## src/rtl/display_scan_ctrl_pkg.sv

```systemverilog
// Shared types and constants for the four-digit multiplexed 7-segment scanner.
package display_scan_ctrl_pkg;

    // Scanner operating modes: dark or cycling through the digits
    typedef enum logic {
        APAGADO = 1'b0,
        ESCANEO = 1'b1
    } estado_t;

    // Active-low patterns, bit 0 = segment a ... bit 6 = segment g
    localparam logic [6:0] SEG_GUION   = 7'b0111111;
    localparam logic [6:0] SEG_BLANCO  = 7'b1111111;
    localparam logic [3:0] DIG_APAGADO = 4'b1111;

    // Decimal digits 0..9, index 0 is the leftmost entry
    localparam logic [0:9][6:0] SEG_TABLA = {
        7'b1000000,  // 0
        7'b1111001,  // 1
        7'b0100100,  // 2
        7'b0110000,  // 3
        7'b0011001,  // 4
        7'b0010010,  // 5
        7'b0000010,  // 6
        7'b1111000,  // 7
        7'b0000000,  // 8
        7'b0010000   // 9
    };

endpackage

```

## src/rtl/display_scan_ctrl_bcd_a_7seg.sv

```systemverilog
// BCD nibble to active-low 7-segment pattern; non-decimal codes show a dash.
module bcd_a_7seg
    import display_scan_ctrl_pkg::*;
(
    input  logic [3:0] bcd,
    output logic [6:0] seg
);

    // Table lookup for 0..9, dash for anything else
    always_comb begin
        seg = SEG_GUION;
        if (bcd <= 4'd9) begin
            seg = SEG_TABLA[bcd];
        end
    end

endmodule

```

## src/rtl/display_scan_ctrl.sv

```systemverilog
// Four-digit multiplexed 7-segment scan controller with double-buffered value
// (pendiente -> mostrado swap only at frame boundaries) and leading-zero blanking.
module display_scan_ctrl
    import display_scan_ctrl_pkg::*;
#(
    parameter int DIV = 50000
) (
    input  logic        clk,
    input  logic        reset,
    input  logic        habilitar,
    input  logic [15:0] valor,
    input  logic        cargar,
    input  logic        blanco_ceros,
    output logic        listo,
    output logic [3:0]  digito,
    output logic [6:0]  segmentos
);

    localparam int PW = (DIV > 1) ? $clog2(DIV) : 1;

    estado_t        estado, estado_sig;
    logic [PW-1:0]  presc;
    logic [1:0]     idx;
    logic           tick;
    logic           fin_cuadro;
    logic [15:0]    pendiente;
    logic [15:0]    mostrado;
    logic [3:0]     nibble;
    logic [6:0]     seg_cod;
    logic           blanco;

    assign tick       = (estado == ESCANEO) && (presc == PW'(DIV - 1));
    assign fin_cuadro = tick && (idx == 2'd3);

    // State register
    always_ff @(posedge clk or posedge reset) begin
        if (reset) begin
            estado <= APAGADO;
        end else begin
            estado <= estado_sig;
        end
    end

    // Next-state logic: habilitar alone selects scanning or dark
    always_comb begin
        estado_sig = estado;
        case (estado)
            APAGADO: if (habilitar)  estado_sig = ESCANEO;
            ESCANEO: if (!habilitar) estado_sig = APAGADO;
            default: estado_sig = APAGADO;
        endcase
    end

    // Prescaler and digit index; cleared whenever not (staying) in scan so a
    // re-enable always restarts at digit 0
    always_ff @(posedge clk or posedge reset) begin
        if (reset) begin
            presc <= '0;
            idx   <= 2'd0;
        end else if ((estado == ESCANEO) && habilitar) begin
            if (tick) begin
                presc <= '0;
                idx   <= idx + 2'd1;
            end else begin
                presc <= presc + PW'(1);
            end
        end else begin
            presc <= '0;
            idx   <= 2'd0;
        end
    end

    // Double buffer: swap takes priority over a coincident load
    always_ff @(posedge clk or posedge reset) begin
        if (reset) begin
            pendiente <= 16'h0000;
            mostrado  <= 16'h0000;
            listo     <= 1'b1;
        end else if (!listo && ((estado == APAGADO) || fin_cuadro)) begin
            mostrado <= pendiente;
            listo    <= 1'b1;
        end else if (cargar && listo) begin
            pendiente <= valor;
            listo     <= 1'b0;
        end
    end

    // Nibble and blanking decision for the currently selected digit
    always_comb begin
        nibble = mostrado[3:0];
        blanco = 1'b0;
        case (idx)
            2'd0: nibble = mostrado[3:0];
            2'd1: begin
                nibble = mostrado[7:4];
                blanco = (mostrado[15:4] == 12'h000);
            end
            2'd2: begin
                nibble = mostrado[11:8];
                blanco = (mostrado[15:8] == 8'h00);
            end
            default: begin
                nibble = mostrado[15:12];
                blanco = (mostrado[15:12] == 4'h0);
            end
        endcase
        blanco = blanco && blanco_ceros;
    end

    bcd_a_7seg u_bcd (
        .bcd (nibble),
        .seg (seg_cod)
    );

    // Registered digit/segment drivers
    always_ff @(posedge clk or posedge reset) begin
        if (reset) begin
            digito    <= DIG_APAGADO;
            segmentos <= SEG_BLANCO;
        end else if (estado == ESCANEO) begin
            digito    <= ~(4'b0001 << idx);
            segmentos <= blanco ? SEG_BLANCO : seg_cod;
        end else begin
            digito    <= DIG_APAGADO;
            segmentos <= SEG_BLANCO;
        end
    end

endmodule
```

## config.mk

```make
export PLATFORM = sky130hd
export DESIGN_NAME = display_scan_ctrl
export DESIGN_NICKNAME = d
export VERILOG_FILES = /design/src/rtl/display_scan_ctrl_pkg.sv /design/src/rtl/display_scan_ctrl_bcd_a_7seg.sv /design/src/rtl/display_scan_ctrl.sv
export SDC_FILE = /design/constraint.sdc
export NUM_CORES = 1
export LEC_CHECK = 0
export CORE_MARGIN = 10
export CORE_UTILIZATION = 50
export DETAILED_ROUTE_END_ITERATION = 10
export GPL_ROUTABILITY_DRIVEN = 0
export PLACE_DENSITY = 0.72
export REMOVE_ABC_BUFFERS = 1
export SLEW_MARGIN = 20
export SYNTH_ARGS = -nofsm -noshare
export SYNTH_HDL_FRONTEND = slang
export SYNTH_SLANG_ARGS = --single-unit
```

## constraint.sdc

```tcl
create_clock -name clk -period 3.8 [get_ports clk]
set_clock_uncertainty 0.15 [all_clocks]
set_input_delay 0.95 -clock clk [delete_from_list [all_inputs] [get_ports clk]]
set_output_delay 0.95 -clock clk [all_outputs]
set_load 0.02 [all_outputs]
```

-- Yosys cells after proc, flatten, opt, wreduce, memory -nomap -nowiden
Memories as Yosys holds them, arrays and structs flattened.
Cells that the tools add are included.
- muxes and demuxes: 15
- shift-type cells: 1
- eq/ne operators: 5
- reductions and logical operators: 14
- add/sub/neg operators: 2
- bitwise operators: 4
- $lt $le $gt $ge: 2
- operators by type and width (operator ; count):
    two-way mux 7 bit ; 5
    two-way mux 16 bit ; 2
    adder 16 x 1 -> 16 bit, second input constant ; 1
    == test 16 bit, second input constant ; 1
    logical NOT 12 bit ; 1
    case mux 4 bit (3 select lines) ; 1
    logical NOT 8 bit ; 1
    logical AND 1 bit ; 6
    >= comparator 5 bit, second input constant ; 1
    inverter 4 -> 5 bit ; 1
    == test 2 bit, second input constant ; 2
    less-or-equal comparator 4 bit, second input constant ; 1
    logical NOT 4 bit ; 1
    two-way mux 2 bit ; 2
    two-way mux 4 bit ; 1
    inverter 4 bit ; 1
    left shift 1 x 2 -> 4 bit, first input constant ; 1
    two-way mux 1 bit ; 3
    case mux 1 bit (3 select lines) ; 1
    adder 2 x 1 -> 2 bit, second input constant ; 1
    == test 2 x 1 -> 1 bit, second input constant ; 1
    logical NOT 2 bit ; 1
    inequality test 2 bit, second input constant ; 1
    inverter 1 bit ; 2
    4 further kinds ; 4
- bits in read-only memories: 112
- logic and storage cells: 52
- register bits after elaboration: 63
- memories kept: 1
- bits of input ports: 21
- output and inout port bits: 12
- memories (memory ; depth ; bits a word ; rd ports ; clocked after memory_dff ; wr ports ; line ; source):
    (name not given) ; 16 ; 7 ; 1 ; 0 ; 0 ; display_scan_ctrl_bcd_a_7seg.sv:13 ; seg = SEG_TABLA[bcd];

-- Depth between registers and ports, before layout
- depth after elaboration: 9
- gate-level depth with buffers: 8
- gate-level depth less buffers: 8

-- Modules after synthesis
A second synthesis with hierarchy kept.
- cells, all modules: 238
- area total of the unflattened synthesis: 2985.4 um2
- by module, submodules not included (module ; area each (um2) ; cells an instance ; times used ; seq. area each (um2)):
    display_scan_ctrl ; 2766.4 ; 213 ; 1 ; 1591.5
    bcd_a_7seg ; 219.0 ; 25 ; 1 ; 0.0

-- Worst setup path after synthesis
Ideal clock, no wire load.
- kind: input port to flip-flop
- from: in cargar
- to: reg pendiente[0]
- cell stages on the path: 3
- data required time: 3525 ps
- data arrival time: 1847 ps
- library setup time: 125 ps
- buffers on the path: 1
- path slack: 1679 ps
- cells stage by stage: nand2_1 > clkbuf_1 > mux2_2
- cells in the longest elaborated chain, start to end: 2
- ends and longest elaborated chain (element ; line ; source):
    start: declaration ; display_scan_ctrl.sv:12 ; input logic cargar,
    logical AND 1 bit ; display_scan_ctrl.sv:82 ; end else if (cargar && listo) begin
    AND reduction 2 bit (no source line) ; n/a ;
    end signal: assignment ; display_scan_ctrl.sv:83 ; pendiente <= valor;
    end: declaration ; display_scan_ctrl.sv:26 ; logic [15:0] pendiente;
Every way passes these cells.
A chain may end at the register's enable or synchronous reset.

-- Worst setup path after layout
- from: reg listo
- to: out listo
- RTL lines (element ; line ; source):
    start: declaration ; display_scan_ctrl.sv:14 ; output logic listo,
    start signal: assignment ; display_scan_ctrl.sv:78 ; listo <= 1'b1;
    start signal: assignment ; display_scan_ctrl.sv:81 ; listo <= 1'b1;
    start signal: assignment ; display_scan_ctrl.sv:84 ; listo <= 1'b0;
No word-level cell between the ends.

==> impl_metrics.yaml <==
run_status:
  status: "completed"
pwr:
  ir_drop_uv: 295.0
  p_int_mw: 1.349
  power.share.sequential: 0.452
  p_switching_uw: 503.1
  power.density_nw_per_um2: 501.4
  power_frac_comb: 0.186
  p_leak_nw: 1.539
  p_sw_frac: 0.2716
  clkPwrFrac: 0.362
grt:
  grt_max_degree: 64
  grt_antenna_before_repair: 0
  grt.total_usage: 0.1280
  grt_pass1_wl_um: 10230
  grt_pass1_vias: 2146
  grt_overflow_total: 0
placement:
  pre_cts_ws_ns: 1.224
  placed_cell_area_um2: 3462
  numPortBuffers: 32
  dp_hpwl_um: 3906
worst_setup_path:
  rr_startpoint: "idx[0]"
  crit_type: "reg2out"
  cpPeakStageDelay_ns: 0.60
  rr_endpoint: "segmentos[5]"
  r2r_setup_slack_ns: 1.44
  critPathArrivalTime_ns: 1.47
  cp_slowest_cell: "clkdlybuf4s50_1"
  path_cells: "clkdlybuf4s50_1"
  path_max_fanout: 2
  r2r_cells: 8
  cp_top_family: "buffers and inverters"
  worst_ep_required_time_ns: 2.70
  end_kind: "primary output"
  worst-path-buf-inv: 1
  worst_setup_path_start_kind: "flop"
clock_network:
  clock_latency_ns: 0.34
  cts_resized: 0
  clock-root-buffer: "clkbuf_8"
  cts_buffers: 9
  cts.sinks: 63
  cts_setup_buffers: 0
  clockBufferDepth: 2
  path_clk_slew_ns: 0.07
  cts_tree: "done"
  cts_max_level: 3
  postCtsHoldBufs: 0
timing:
  rsz0062_at_grt: "false"
  setup_slack_ns: 1.234
  maxSlewViolCount: 0
  setup_viol: 0
  finalHoldViolCount: 0
  period_share: 0.6752
  tightest_slew_ns: 0.7762
  slew_headroom: 0.4825
  min_period_ns: 2.566
  fin_tns_setup_ns: 0
  max_freq_ghz: 0.3897
min_path:
  hold_class: "reg2reg"
  holdPathStages: 1
  min_from: "pendiente[7]"
  min_to: "pendiente[7]"
synth:
  yosys-top-cells-area: "dfrtp_1, dfstp_2, mux2_2"
  synth.top_cell.area_share: 0.4167
  syn_area_per_cell_um2: 11.47
  syn_area_um2: 3063
  ys_seq_area_frac: 0.5196
  synth_seq_cells: 63
  yosysWarnings: 0
  yosys.area.top_type: "dfrtp_1"
  synth.distinct_cells: 43
  synthCells: 267
layout:
  fin_area_um2: 3694
  post-route-util: 0.6238
  antennaDiodeCount: 0
  area_delta_synth_final_pct: 20.59
  layout.nets: 333
  final_layout_size_suffix_gt1_frac: 0.2208
routing:
  wirelength_um: 5948
  ant_nets: 0
  drtPass1Iterations: 4
  wire_per_inst_um: 15.53
  vias: 2113
  viasPerCell: 5.517
  drc: 0
  drt_iter0_drc: 186
die:
  die_h_um: 98.27
  die_x_um: 98.27
  rows: 28
  io_pins: 33
  core_area_um2: 5921
  start_util: 0.5173
  die_area_um2: 9656
flow_run:
  drv_cap: 0
==> logic make-up (layout without fill, tap and decap cells) <==
kind of cell             count (synthesis)  in the layout  synth area share
adder cells (fa/ha/maj)                  9              9           0.03677
AND/OR/NAND/NOR                         66             66            0.1266
XOR/XNOR                                13             13           0.03717
multiplexers                            24             24           0.08620
buffers and inverters                   39             80           0.05188
flip-flops                              63             63            0.5196
AO/OA/AOI/OAI                           53             53            0.1418
==> worst max path at each step <==
| stage | from | endpoint | depth (start not counted) |
|---|---|---|---|
| 6_report | listo | listo | 1 |
| 5_1_grt | listo | listo | 1 |
| 4_1_cts | listo | listo | 1 |
| 3_3_place_gp | cargar | pendiente[10] | 3 |
| 3_5_place_dp | cargar | pendiente[13] | 3 |
| 2_1_floorplan | reset | estado | 1 |
==> cells in the final DEF (no fill, tap or decap), drive strengths merged, types with 2 or more instances in the layout <==
cell type,count
bufinv,2
nor2,18
xnor2,11
nor3,5
dfstp,12
clkinv,2
inv,28
nand4,6
nor4,6
ha,9
clkdlybuf4s50,32
mux2i,5
o21ai,21
clkbuf,11
o32ai,16
a21oi,5
clkinvlp,2
or3,2
buf,3
mux2,19
nand3,10
dfrtp,51
nand2,12
nor4b,2
xor2,2
a222oi,4
==> metal layers <==
layer,vias up,part of all wire,track usage
li1,1034,-,-
met1,1027,0.47,0.1646
met2,41,0.46,0.1878
met3,11,0.044,0.03101
met4,0,0.026,0.08159
met5,-,0,0
==> cell usage after synthesis <==
| master | number |
|---|---|
| buf_4 | 1 |
| or4_1 | 1 |
| o211ai_1 | 1 |
| and4b_1 | 1 |
| nor4_1 | 6 |
| nand2_2 | 1 |
| nand4_2 | 1 |
| nor3_2 | 1 |
| xnor2_1 | 11 |
| mux2_2 | 19 |
| or3_1 | 1 |
| buf_6 | 1 |
| nand3_1 | 8 |
| o21ai_0 | 21 |
| clkbuf_1 | 7 |
| ha_1 | 9 |
| a222oi_1 | 4 |
| dfrtp_1 | 51 |
| nor2_1 | 18 |
| nand3_4 | 2 |
| a21oi_1 | 5 |
| o21a_1 | 1 |
| and4_1 | 1 |
| nand2_1 | 11 |
| nor2b_1 | 1 |
| buf_2 | 1 |
| or3_4 | 1 |
| xor2_1 | 2 |
| o211a_1 | 1 |
| o31ai_1 | 1 |
| o32ai_1 | 7 |
| dfstp_2 | 12 |
| a211oi_1 | 1 |
| mux2i_1 | 5 |
| o32ai_2 | 9 |
| a21o_1 | 1 |
| and3_1 | 1 |
| nor4b_2 | 2 |
| clkinv_1 | 1 |
| nor3_1 | 4 |
| nand4_1 | 5 |
| inv_1 | 28 |
| o2111ai_1 | 1 |
==> per-stage QoR <==
stage | instances | hold slack, ns | total power [mW]
floorplan | 257 | 0.3295 | 1.068
global placement | 367 | 0.3406 | 1.180
detailed placement | 367 | 0.3434 | 1.192
CTS | 383 | 0.3594 | 1.865
global route | 383 | 0.3763 | 1.941
finish | 383 | 0.3537 | 1.852
==> registers in the layout, summed over array words and instances, names as in the netlist <==
signal and count:
mostrado 16, presc 16, segmentos 7, estado 1, pendiente 16, idx 2, listo 1, digito 4
==> power by group through the flow <==
stage	logic (mW)	clock network (mW)	registers, mW
2_1_floorplan	0.200	0	0.868
5_1_grt	0.382	0.710	0.849
6_report	0.344	0.670	0.837
3_5_place_dp	0.343	0	0.850
4_1_cts	0.347	0.680	0.837
3_3_place_gp	0.332	0	0.848
==> cell type report <==
type | count | area, µm²
fillers | 480 | 2227
flip-flops and latches | 63 | 1592
multi-input cells | 165 | 1313
repair buffers | 35 | 355.3
clock buffers | 11 | 151.4
inverters | 29 | 108.9
well taps | 75 | 93.84
clock inverters | 5 | 80.08
(Power assumes the default switching activity.)
